--- src/rtl/adc_tx_pkg.sv ---
// adc_tx_pkg: shared constants and types for the ADC serial-output emulator.
//   BITS_PER_LANE : serial bits per lane per frame (MSB first)
//   NUM_LANES     : number of serial data lanes
//   SAMPLE_W      : parallel sample width (NUM_LANES * BITS_PER_LANE)
//   IDLE_WORD_DEF : default word sent when no sample is buffered at LOAD
package adc_tx_pkg;
   localparam int BITS_PER_LANE = 6;
   localparam int NUM_LANES     = 2;
   localparam int SAMPLE_W      = NUM_LANES * BITS_PER_LANE;
   localparam int CNT_W         = $clog2(BITS_PER_LANE);

   localparam logic [SAMPLE_W-1:0] IDLE_WORD_DEF = 12'h9A5;

   typedef enum logic {IDLE, RUN} tx_state_e;

   // Lane-major view of a sample: word[1] = sample[11:6], word[0] = sample[5:0].
   typedef logic [NUM_LANES-1:0][BITS_PER_LANE-1:0] lane_word_t;
endpackage

--- src/rtl/adc_tx_lane_shifter.sv ---
// adc_tx_lane_shifter: one serial lane, parallel load then MSB-first shift.
//   adc_dclk, rst_n : bit clock, async active-low reset
//   clr             : zero the register (stop/idle), highest priority
//   load, din       : parallel load of the next frame's bits
//   shift           : advance one bit; with no control asserted the bit holds
//   dout            : current serial bit (register MSB)
module adc_tx_lane_shifter #(
   parameter int W = 6
) (
   input  logic         adc_dclk,
   input  logic         rst_n,
   input  logic         clr,
   input  logic         load,
   input  logic         shift,
   input  logic [W-1:0] din,
   output logic         dout
);
   logic [W-1:0] sr;

   always_ff @(posedge adc_dclk or negedge rst_n) begin
      if (!rst_n)      sr <= '0;
      else if (clr)    sr <= '0;
      else if (load)   sr <= din;
      else if (shift)  sr <= {sr[W-2:0], 1'b0};
   end

   assign dout = sr[W-1];
endmodule

--- src/rtl/adc_lvds_tx_emulator.sv ---
// adc_lvds_tx_emulator: emulates the 2-lane ADC serial output (12-bit sample,
// 6 bits per lane, MSB first, SDR) plus frame clock, for receiver loopback.
//   adc_dclk, rst_n           : bit clock, async active-low reset
//   enable                    : start; deassert finishes the current frame
//   sample/sample_valid/ready : 1-entry holding buffer input handshake
//   slip                      : hold bit counter and shifters for one cycle
//   lane_d[1:0], fclk_out     : serial lanes and frame clock (high slots 0-2)
//   busy                      : FSM in RUN
//   underflow, underflow_cnt  : idle-word insertion pulse / saturating count
// Optional: define ADC_TX_PATTERN_EN to add pattern_sel, which replaces the
// buffer with an internal 12-bit ramp at every LOAD.
module adc_lvds_tx_emulator
   import adc_tx_pkg::*;
#(
   parameter logic [SAMPLE_W-1:0] IDLE_WORD   = IDLE_WORD_DEF,
   parameter int                  UFLOW_CNT_W = 16
) (
   input  logic                   adc_dclk,
   input  logic                   rst_n,
   input  logic                   enable,
   input  logic [SAMPLE_W-1:0]    sample,
   input  logic                   sample_valid,
   input  logic                   slip,
`ifdef ADC_TX_PATTERN_EN
   input  logic                   pattern_sel,
`endif
   output logic                   sample_ready,
   output logic [NUM_LANES-1:0]   lane_d,
   output logic                   fclk_out,
   output logic                   busy,
   output logic                   underflow,
   output logic [UFLOW_CNT_W-1:0] underflow_cnt
);
   tx_state_e        state, nxt_state;
   logic [CNT_W-1:0] bit_cnt, nxt_cnt;
   logic             load_now, clr_now, shift_now;
   logic             buf_full, accept, pat_on;
   lane_word_t       hold_buf, load_word;

`ifdef ADC_TX_PATTERN_EN
   logic [SAMPLE_W-1:0] ramp;
   assign pat_on = pattern_sel;
`else
   assign pat_on = 1'b0;
`endif

   // Frame sequencing. A slip freezes everything for one cycle; when it lands
   // on the last slot, the LOAD is simply deferred.
   always_comb begin
      nxt_state = state;
      nxt_cnt   = bit_cnt;
      load_now  = 1'b0;
      clr_now   = 1'b0;
      shift_now = 1'b0;
      case (state)
         IDLE: begin
            if (enable) begin
               load_now  = 1'b1;
               nxt_state = RUN;
               nxt_cnt   = '0;
            end
         end
         RUN: begin
            if (!slip) begin
               if (bit_cnt == CNT_W'(BITS_PER_LANE-1)) begin
                  nxt_cnt = '0;
                  if (enable) begin
                     load_now = 1'b1;
                  end else begin
                     clr_now   = 1'b1;
                     nxt_state = IDLE;
                  end
               end else begin
                  shift_now = 1'b1;
                  nxt_cnt   = bit_cnt + 1'b1;
               end
            end
         end
         default: nxt_state = IDLE;
      endcase
   end

   // The buffer refills in the LOAD cycle but its new content is not
   // forwarded: an empty buffer at LOAD always sends the idle word.
   always_comb begin
      load_word = buf_full ? hold_buf : lane_word_t'(IDLE_WORD);
`ifdef ADC_TX_PATTERN_EN
      if (pattern_sel) load_word = lane_word_t'(ramp);
`endif
   end

   assign sample_ready = ~pat_on & (~buf_full | load_now);
   assign accept       = sample_valid & sample_ready;
   assign busy         = (state == RUN);

   always_ff @(posedge adc_dclk or negedge rst_n) begin
      if (!rst_n) begin
         state         <= IDLE;
         bit_cnt       <= '0;
         fclk_out      <= 1'b0;
         hold_buf      <= '0;
         buf_full      <= 1'b0;
         underflow     <= 1'b0;
         underflow_cnt <= '0;
      end else begin
         state     <= nxt_state;
         bit_cnt   <= nxt_cnt;
         // Registered so it lines up with the shifter MSB for the same slot.
         fclk_out  <= (nxt_state == RUN) && (nxt_cnt < CNT_W'(BITS_PER_LANE/2));
         underflow <= load_now & ~pat_on & ~buf_full;
         if (accept) begin
            hold_buf <= sample;
            buf_full <= 1'b1;
         end else if (load_now && !pat_on) begin
            buf_full <= 1'b0;
         end
         if (load_now && !pat_on && !buf_full && (underflow_cnt != '1))
            underflow_cnt <= underflow_cnt + 1'b1;
      end
   end

`ifdef ADC_TX_PATTERN_EN
   always_ff @(posedge adc_dclk or negedge rst_n) begin
      if (!rst_n)                      ramp <= '0;
      else if (load_now && pattern_sel) ramp <= ramp + 1'b1;
   end
`endif

   for (genvar g = 0; g < NUM_LANES; g++) begin : g_lane
      adc_tx_lane_shifter #(.W(BITS_PER_LANE)) u_shf (
         .adc_dclk (adc_dclk),
         .rst_n    (rst_n),
         .clr      (clr_now),
         .load     (load_now),
         .shift    (shift_now),
         .din      (load_word[g]),
         .dout     (lane_d[g])
      );
   end
endmodule
--- config.mk ---
export PLATFORM = sky130hd
export DESIGN_NAME = adc_lvds_tx_emulator
export DESIGN_NICKNAME = d
export VERILOG_FILES = /design/src/rtl/adc_tx_pkg.sv /design/src/rtl/adc_tx_lane_shifter.sv /design/src/rtl/adc_lvds_tx_emulator.sv
export SDC_FILE = /design/constraint.sdc
export NUM_CORES = 1
export LEC_CHECK = 0
export ABC_AREA = 1
export CAP_MARGIN = 20
export CORE_MARGIN = 2
export CORE_UTILIZATION = 48
export CTS_CLUSTER_SIZE = 16
export DETAILED_ROUTE_END_ITERATION = 16
export PLACE_DENSITY = 0.75
export SYNTH_ARGS = -nofsm -noshare
export SYNTH_HDL_FRONTEND = slang
export SYNTH_SLANG_ARGS = --single-unit
--- constraint.sdc ---
create_clock -name adc_dclk -period 1.4 [get_ports adc_dclk]
set_input_delay 0.28 -clock adc_dclk [delete_from_list [all_inputs] [get_ports adc_dclk]]
set_output_delay 0.28 -clock adc_dclk [all_outputs]
set_load 0.01 [all_outputs]
; ---- After elaboration in Yosys (flattened, before gate mapping)
; Cells that the tools add are included.
; Widths: inputs -> output; s select.
[op_classes]
n_mul = 0
n_eq_ne = 2
shifts = 0
n_lt_le_gt_ge = 1
div = 0
addsub = 2
muxes = 27
n_reduce_logical = 6
n_bitwise = 5
[ops]
columns = cell, count
row1 = $mux 6, 6
row2 = $add 16x1->16 const B, 1
row3 = $ne 16x16->1 const B, 1
row4 = $mux 1, 14
row5 = $mux 12, 1
row6 = $mux 3, 3
row7 = $pmux 3 s2, 1
row8 = $pmux 1 s2, 2
row9 = $add 3x1->3 const B, 1
row10 = $eq 3x3->1 const B, 1
row11 = $logic_and 1x1->1, 3
row12 = $lt 3x2->1 const B, 1
row13 = $reduce_bool 3->1, 1
row14 = $and 1x1->1, 2
row15 = $not 1->1, 2
row16 = $reduce_bool 2->1, 1
row17 = $logic_not 1->1, 1
row18 = $or 1x1->1, 1
[totals]
rom_bits = 0
wordCells = 53
memories = 0
output_inout_bits = 22
latchBits = 0
in_bits = 17
regBits = 47
mem_bits_rw = 0

; ---- Longest topological paths before layout
; Gate-level depths: netlist of run 1.
[depth]
ltp_word = 7
mapped_depth = 10
mapped_depth_nobuf = 9

; ---- Cells and area by module
; From an unflattened synthesis of run 1, not the netlist that was laid out.
[hier_totals]
cells_unflattened = 370
area_unflattened_um2 = 2703.8
[modules_own_cells]
columns = module, seq_area_each_um2, cells_per_inst, area_each_um2, n_inst
row1 = adc_lvds_tx_emulator, 875.8, 268, 1970.6, 1
row2 = adc_tx_lane_shifter, 150.1, 51, 366.6, 2

; ---- Worst setup path after synthesis of run 1
; OpenSTA, ideal clock, no wires.
[synth_path]
path_kind = register -> register
start = reg underflow_cnt[0]
end = reg underflow_cnt[6]
stages_incl_launch_ff = 10
setup_slack_ps = -134
setup_ps = 117
t_required_ps = 1283
arrival_time_ps = 1417
path_cell_list = dfrtp_1 -> ha_1 -> nand3_1 -> inv_2 -> nand2_4 -> nor2_4 -> nor2_4 -> buf_4 -> nand2_1 -> nand2_1
[synth_between]
elab_chain_cells = 2
[synth_lines]
columns = element, line_no
row1 = "start, declared", adc_lvds_tx_emulator.sv:32  ; output logic [UFLOW_CNT_W-1:0] underflow_cnt
row2 = "start signal, assigned", adc_lvds_tx_emulator.sv:118  ; underflow_cnt <= underflow_cnt + 1'b1;
row3 = "parallel branches: the longest is 2 deep, another holds $add 16x1->16", --
; Several ways; the timed one is not identified.
; A chain may end at the register's enable or synchronous reset.

; ---- Worst setup path in the final report of run 1
[layout_path]
start = reg bit_cnt[0]
end = reg underflow_cnt[6]
[layout_between]
elab_chain_cells = 6
[layout_lines]
columns = element, line_no
row1 = "start, declared", adc_lvds_tx_emulator.sv:35  ; logic [CNT_W-1:0] bit_cnt, nxt_cnt;
row2 = "start signal, assigned", adc_lvds_tx_emulator.sv:107  ; bit_cnt <= nxt_cnt;
row3 = $eq 3x3->1, adc_lvds_tx_emulator.sv:65  ; if (bit_cnt == CNT_W'(BITS_PER_LANE-1)) begin
row4 = $mux 1, adc_lvds_tx_emulator.sv:65
row5 = $mux 1, adc_lvds_tx_emulator.sv:64  ; if (!slip) begin
row6 = $pmux 1 s2, adc_lvds_tx_emulator.sv:55  ; case (state)
row7 = $logic_and 1x1->1 (2 in series), adc_lvds_tx_emulator.sv:117  ; if (load_now && !pat_on && !buf_full && (underflow_cnt != '1))
; Every way passes these cells.

==> results.txt, run 1 <==
- The run finished, with violations left.
- Violated checks: negative setup slack
* Max capacitance violation total: 0
- For this run, the slowest stage of the critical path takes about 0.37 ns.
- Combinational cell fraction of total power: approximately two fifths
- In the final design database the tool counted about 440 nets.
* Diodes inserted: 0
- TritonCTS clock tree: built
- Clock latency on the worst-skew pair, taken at its later pin, is approximately 0.30 ns.
- The slowest stage of the critical path belongs to the cell dfrtp_1.
* CORE AREA: 5070 µm²
- DRT iter0 DRCs: 201
- In the post-route analysis, the smallest setup slack over all paths is -0.0482 ns.
* Vias in the first global route: 2,215
- For this run, the register share of the synthesized area comes to 46.7%.
* Post-synthesis instance area: about 2500 µm²
* Max IR drop VDD: ~1100 µV
* HPWL after detailed placement: a little over 4 mm
- GR Util All Layers: a little over a fifth
- Number of buffers inserted during clock tree synthesis: 5
* Maximum count of clock buffers along a single path: 2
* Weighted congestion reported at the end of routability-driven placement: between 0.8 and 0.9
- Number of vias in the routed layout: around 2,500
* Buffers added on ports: 38
- Overall die area: 5840 µm²
- In this run the tightest slew margin relative to its limit is around 80%.
- Type of the worst min-delay path: in -> async
* Cell-internal power: roughly 3 mW
- Timing analysis after detailed placement gives a worst setup slack of -0.504 ns.
* Total grt overflow: 0
* Netlist cell types: 26
- Among all cell types in the netlist, the one instantiated most often is nand2_1.
* Top Layer Used: met4
* Share of the synthesized area in the top cell type: a little under half
* Number of nets produced by synthesis: 350
- Level count of the clock H-tree: 2
- Once the floorplan was initialized, standard cells occupied 49.6% of the core.
- The number of hold violations in the final report is 0.
- Required @ worst endpoint: about 1.7 ns
* Final wirelength: roughly 6.4 mm
- Yosys mapped a number of flops with a built-in enable equal to 0.
* Post-placement cell count: ~460
- Average wire length per cell after detail routing: 12.9 µm
- Wire length of the first global-routing pass: approximately 10 mm
- The worst path uses 103% of the clock period.
* CP startpoint kind: flop
* Clock root buffer: clkbuf_8
- Summed over all cells, the static leakage comes to ~2.0 nW.
- In the synthesized netlist, the number of instances is approximately 330.
* Mean post-synth cell area: between 7 and 8 µm²
- Clock tree synthesis found a total of 47 sinks.
* Start-to-end type of the worst setup path: reg -> reg
- After synthesis, the share of flip-flops with an asynchronous set or reset is between 90% and 100%.
- Across the routed clock network, the largest skew measured is approximately 0.0095 ns.
- The clock network burns between 15 and 20% of the power.
* RSZ-0062 raised after global routing: true
- Clock-pin slew was measured on the worst setup and hold paths at roughly 0.090 ns.
- Flip-flop and latch count after synthesis: 47
- From left edge to right edge, the die measures 76.4 µm.
* Measured slew at the worst slew-check pin: roughly 0.33 ns
- Net switching is between 30% and 40% of the power.
- Summed over all nets, the switching power comes to approximately 1.7 mW.
* Wire length on met2: roughly 3.1 mm
- The post-route netlist has around 29% of its cells at a drive strength greater than 1.
- Cell area power density: ~1300 nW/µm²
- Data arrives at the worst endpoint at between 1.5 and 2 ns.
* Final cell count without fillers: around 500
- Synth warnings: 0
- Count of antenna-violating nets left after detailed routing: 0
- In this run the core area contains 26 standard-cell rows.
- The max-slew violation count is 0.
* Detail Route met3 WL: roughly 330 µm
- Maximum clock frequency: a little under 0.7 GHz
- Die H: roughly 76 µm
* Largest cells by area after synthesis: dfrtp_1, nand2_1, nand3_1, nor2_1, inv_1
- Of the total power, registers draw approximately two fifths.
- Met1 layer wirelength in the final routing: about 2.8 mm
* Finished Core Util: between 70% and 80%
- STA classifies the critical path endpoint as a flop.
- Top cells by instance count after synthesis: nand2_1, dfrtp_1, nand3_1, nor2_1, inv_1
* Area growth syn-to-layout: 45.2%
- The number of antenna violations at the first check in global routing came to 0.
- Pre-Repair DR Iteration Count: 5
- Cells along the critical path: inv_2 > nor2_4 > nand3_4 > buf_12 > nand2_8 > nand2_4 > nor2_4 > clkbuf_16 > nand2_1 > nand2_1
* Cell type with the highest aggregate area in the netlist: dfrtp_1
- For this run, design rule violations remaining after detail routing come to 0.
* Pin count of the biggest net entering global routing: 17
- Final critical delay including setup and external delays: between 1 and 1.5 ns
* Primary FF master, synth: dfrtp_1
* Setup-violating endpoint count in the final report: 17
- 39 I/O pins were placed.
* Maximum fanout encountered on the critical timing path: 8
- Dividing the detail-routed via count by the number of cells gives about 5.
placed cells by master (no fill, tap or decap), drive strengths merged:
| cell type | instances |
|---|---|
| clkdlybuf4s50 | 13 |
| nor3 | 1 |
| inv | 22 |
| clkinv | 1 |
| dlygate4sd3 | 1 |
| nand3b | 9 |
| dfrtp | 47 |
| nor2 | 29 |
| nand2 | 152 |
| clkbuf | 8 |
| buf | 61 |
| nand3 | 38 |
| xnor2 | 4 |
| ha | 1 |
| o21ai | 6 |
| clkdlybuf4s15 | 1 |
| a21oi | 2 |
| clkinvlp | 1 |
| nand4 | 5 |
| xor2 | 3 |
| o211ai | 1 |
| dlygate4sd2 | 20 |
power by group through the flow:
stage	combinational [mW]	clock [mW]	sequential, mW
floorplan	0.975	0	1.99
global placement	1.64	0	1.97
detailed placement	1.68	0	1.98
CTS	1.67	0.823	1.97
global route	2.17	0.864	2.03
finish	1.96	0.801	1.99
layer usage:
metal / track usage, % / vias up
li1: - / 1234
met5: 0 / -
met2: 34.0 / 85
met3: 3.32 / 14
met1: 28.1 / 1160
met4: 8.55 / 0
sequential cells by signal, summed over array words and instances, names as in the netlist:
name	cells
hold_buf	12
buf_full	1
g_lane.u_shf.sr	12
fclk_out	1
underflow_cnt	16
underflow	1
busy	1
bit_cnt	3
timing repair:
action / CTS / global route
hold buffers: 1 / 0
endpoints found under the setup margin: 62 / 44
buffers inserted: 12 / 10
gates resized for setup: 41 / 50
cloned: 0 / 2
pin swaps: 4 / 22
hold endpoints to repair: 11 / 0
through the flow:
stage | hold WS [ns] | area, µm² | setup TNS (ns) | power [mW]
final | 0.388 | 3650 | -0.639 | 4.75
after global routing | 0.412 | 3650 | -2.64 | 5.07
after CTS | 0.389 | 3380 | -0.0318 | 4.46
after detailed placement | 0.195 | 3200 | -16.78 | 3.66
after global placement | 0.196 | 3200 | -16.23 | 3.62
after floorplan | -0.0156 | 2530 | -0.226 | 2.97
critical path, delay by kind of cell (launching register included):
kind	cells	cell delay (ns)
buf+inv	3	0.40
flops	1	0.37
simple gates	7	0.62
logic make-up (layout without fill, tap and decap cells):
logic type	Yosys count	in the layout	synth area share, %
AO/OA/AOI/OAI	9	9	2.34
XOR/XNOR	7	7	2.44
adder cells (fa/ha/maj)	1	1	0.497
buffers and inverters	34	128	6.22
flip-flops	47	47	46.7
AND/OR/NAND/NOR	234	234	41.8
path summary, 6_finish.rpt:
check                                           start                    end  slack [ns]  cells past startpoint
max in group asynchronous                       rst_n      underflow_cnt[12]        0.51                      3
worst min register to register  g_lane[1].u_shf.sr[2]  g_lane[1].u_shf.sr[2]        0.48                      2
worst max register to register             bit_cnt[0]       underflow_cnt[6]       -0.05                     10
worst min-delay path                            rst_n       underflow_cnt[1]        0.39                      2
min in group adc_dclk           g_lane[1].u_shf.sr[2]  g_lane[1].u_shf.sr[2]        0.48                      2
worst max-delay path                       bit_cnt[0]       underflow_cnt[6]       -0.05                     10
final cells by class:
cell class	count	area, µm²
multi-input cells	251	1340
clock inverters	2	12.5
flip-flops and latches	47	1180
well taps	70	87.6
clock buffers	6	72.6
repair buffers	98	880
inverters	22	82.6
fillers	408	1420
Note: power is estimated with default switching activity, not from simulation.
==> run 2, diff against run 1 <==
- TNS_END_PERCENT: unset -> 10
==> run 2 against run 1 <==
Against the previous run:
- the flow still finishes with violations (negative setup slack)
- sequential power about the same
- final cell count down 1.0%
- clock power up 0.5%
- first-iteration DRC count up 13%
- sequential cell count unchanged
- total power down 3.4%
- fmax up 0.79%
- combinational power down 8%
==> results.txt, run 2 (synthesized netlist as in run 1, its figures left out) <==
- The flow ran to the end, but the final reports show violations.
- The final reports fail on negative setup slack.
* Number of sinks driven by the clock tree: between 40 and 50
* Clock group share of total power: 17.5%
- Setup-violating endpoint count in the final report: 14
* First element of the critical path: bit_cnt[0]
- DRT iter0 DRCs: 227
* Detailed-route DRC error count: 0
- Clock tree synthesis inserted a total of 5 buffers.
* GR Util All Layers: between 20% and 30%
- The top cell types in the final layout, fill and taps aside, are nand2_1, buf_4, dfrtp_1.
* Combinational cell fraction of total power: between 30 and 40%
* Post-DP Area: between 3000 and 4000 µm²
- Per-cell via count in the routed design: between 4 and 5
* Final cycle utilization of the critical path: 103%
- Required @ worst endpoint: between 1.5 and 2 ns
- The critical path crosses 10 cells after its start point.
- Critical-path top delay cell: dfrtp_1
- CP startpoint kind: flop
- Buffers added on ports: 38
* Registers with the most flip-flops: underflow_cnt x16, g_lane.u_shf.sr x12, hold_buf x12
* Final wirelength: roughly 6 mm
* Clock-pin slew of the registers on the worst-case setup and hold paths: about 0.090 ns
* Worst Setup Slack, final: -0.0369 ns
- Measured in cells, the most critical reg-to-reg path has a length of 10.
- The max-slew violation count is 0.
- Max IR drop VDD: 822 µV
* Post-Route Skew: between 0.008 and 0.009 ns
- Weighted congestion reported at the end of routability-driven placement: between 0.8 and 0.9
- From left edge to right edge, the die measures ~76 µm.
* Core Rows: 26
* Number of vias in the routed layout: 2,372
* Type of the worst min-delay path: in -> async
- Endpoints failing hold: 0
- Summed over all cells, the static leakage comes to ~1.9 nW.
- Counting the fill cells in the layout gives about 450.
* Post-Route Setup TNS: -0.341 ns
- Maximum clock frequency: ~0.70 GHz
* Cell class contributing the biggest share of worst-path delay: simple AND/OR/NAND/NOR gates
- Most frequent standard cell in the layout excluding fill and tap cells: nand2_1
- Initial core utilization: between 40 and 50%
* Reg power frac: 42.9%
* Sum of buffers and inverters on the critical path: 3
* Worst path arrival time: between 1.5 and 2 ns
- Max reg flops: 16
- Start of the worst register-to-register path: bit_cnt[0]
* Final instance area: roughly 3500 µm²
* Register cell area after layout: roughly 1200 µm²
- CORE AREA: around 5100 µm²
- For this run, the slowest stage of the critical path takes 0.37 ns.
* Hold slack final: roughly 0.38 ns
- The endpoint identified for the worst register-to-register timing path is underflow_cnt[6].
- For the pin with the worst max-slew slack, the measured transition is between 0.3 and 0.4 ns.
* Switch share: between 30% and 40%
- The setup check on the worst reg-to-reg path leaves a slack of -0.04 ns.
- Summed over all nets, the switching power comes to 1.62 mW.
- Clock latency on the worst-skew pair, taken at its later pin, is about 0.3 ns.
* Register with the highest flop count: underflow_cnt
- The die covers roughly 5800 µm².
* Pre-Repair DR Iteration Count: 4
- In the final layout, the multi-input gates occupy roughly 1300 µm².
* Maximum count of clock buffers along a single path: 2
- The detail route stage leaves a number of antenna-violating nets equal to 0.
- In this run the worst path has a maximum fanout of 8.
- Cell-internal power: between 2 and 3 mW
- Critical Path End: underflow_cnt[6]
* Vias in the first global route: ~2,200
* TritonCTS clock tree: built
- Area growth syn-to-layout: 40.6%
- Start-to-end type of the worst setup path: reg -> reg
* RSZ-0062 raised after global routing: true
* Die H: roughly 76 µm
- Average wire length per cell after detail routing: ~12 µm
* Number of antenna violations at the first check in global routing: 0
* Total Power: roughly 4.6 mW
- Max capacitance violation total: 0
* Diodes inserted: 0
* Final critical delay including setup and external delays: about 1.4 ns
* Pin count of the biggest net entering global routing: 17
* Final Net Count: approximately 440
- Total grt overflow: 0
- The worst setup path is captured at a flop.
- Slew headroom: between 70% and 80%
- Traced cell by cell, the critical path runs through inv_2 > nor2_4 > nand3_4 > buf_12 > nand2_8 > nand2_4 > nor2_4 > clkbuf_16 > nand2_1 > nand2_1.
* Ratio of cells with drive above 1 in the final layout: about a quarter
* Cell area power density: 1300 nW/µm²
* HPWL after detailed placement: roughly 4.0 mm
- CTS placed an instance of clkbuf_8 at the clock tree root.
* Level count of the clock H-tree: 2
* I/O pin count: 39
- The first global-routing pass estimated 9.75 mm of wire.
## run 2: cell count changes in the layout (fill, tap and decap cells not counted), moves of 3 or more
cell     previous run  this run
nand2_1           126       138
nand2_2            18         9
buf_6               7         4
nand2_4             6         3
nand3_1            32        35
nand3_2             4         1
## run 2: cell type report
type                            instances  share of cell area, %
Clock buffer                            6                   2.05
Clock inverter                          2                  0.354
Timing Repair Buffer                   93                   23.5
Inverter                               22                   2.33
Tap cell                               70                   2.48
Multi-Input combinational cell        251                   35.9
Sequential cell                        47                   33.4
## run 2: timing repair
item,4_1_cts,5_1_grt
gates resized for setup,38,30
hold buffers,1,0
pin swaps,2,17
cloned,0,1
hold endpoints to repair,11,0
endpoints found under the setup margin,62,44
buffers inserted,9,8
## run 2: metal layers
| metal | global-route usage [%] | wire length [µm] | up-vias | share of wire [%] |
|---|---|---|---|---|
| li1 | - | - | 1219 | - |
| met1 | 28.0 | 2810 | 1088 | 47 |
| met2 | 33.7 | 2830 | 57 | 48 |
| met3 | 3.08 | 226 | 8 | 3.8 |
| met4 | 7.45 | 88 | 0 | 1.5 |
| met5 | 0 | 0 | - | 0 |
## run 2: worst min path at each step
| stage | endpoint | start | slack, ns | depth (start not counted) |
|---|---|---|---|---|
| 2_1_floorplan | bit_cnt[0] | rst_n | -0.02 | 0 |
| 3_3_place_gp | bit_cnt[0] | rst_n | 0.20 | 1 |
| 3_5_place_dp | bit_cnt[0] | rst_n | 0.20 | 1 |
| 4_1_cts | underflow_cnt[1] | rst_n | 0.39 | 2 |
| 5_1_grt | bit_cnt[1] | rst_n | 0.41 | 2 |
| 6_report | underflow_cnt[1] | rst_n | 0.38 | 2 |
## run 2: metrics by stage
stage               instances  setup slack (ns)  util [%]
finish                    491           -0.0369      69.7
CTS                       482           -0.0421      66.2
global route              491            -0.143      69.7
floorplan                 332           -0.0246         -
detailed placement        464            -0.504      63.0
global placement          464            -0.511      63.0
## run 2: power groups by stage
stage                     clock (mW)  sequential, mW  combinational, mW
final                          0.805            1.97               1.81
after global routing           0.861            2.02               2.04
after CTS                      0.823            1.96               1.67
after detailed placement           0            1.98               1.68
after global placement             0            1.97               1.64
after floorplan                    0            1.99              0.975
## run 2: worst register-to-register path, stage by stage (launching register included)
cell       delay [ns]
dfrtp_1          0.37
inv_2            0.05
nor2_4           0.10
nand3_4          0.11
buf_12           0.16
nand2_8          0.07
nand2_4          0.05
nor2_4           0.17
clkbuf_16        0.19
nand2_1          0.05
nand2_1          0.05
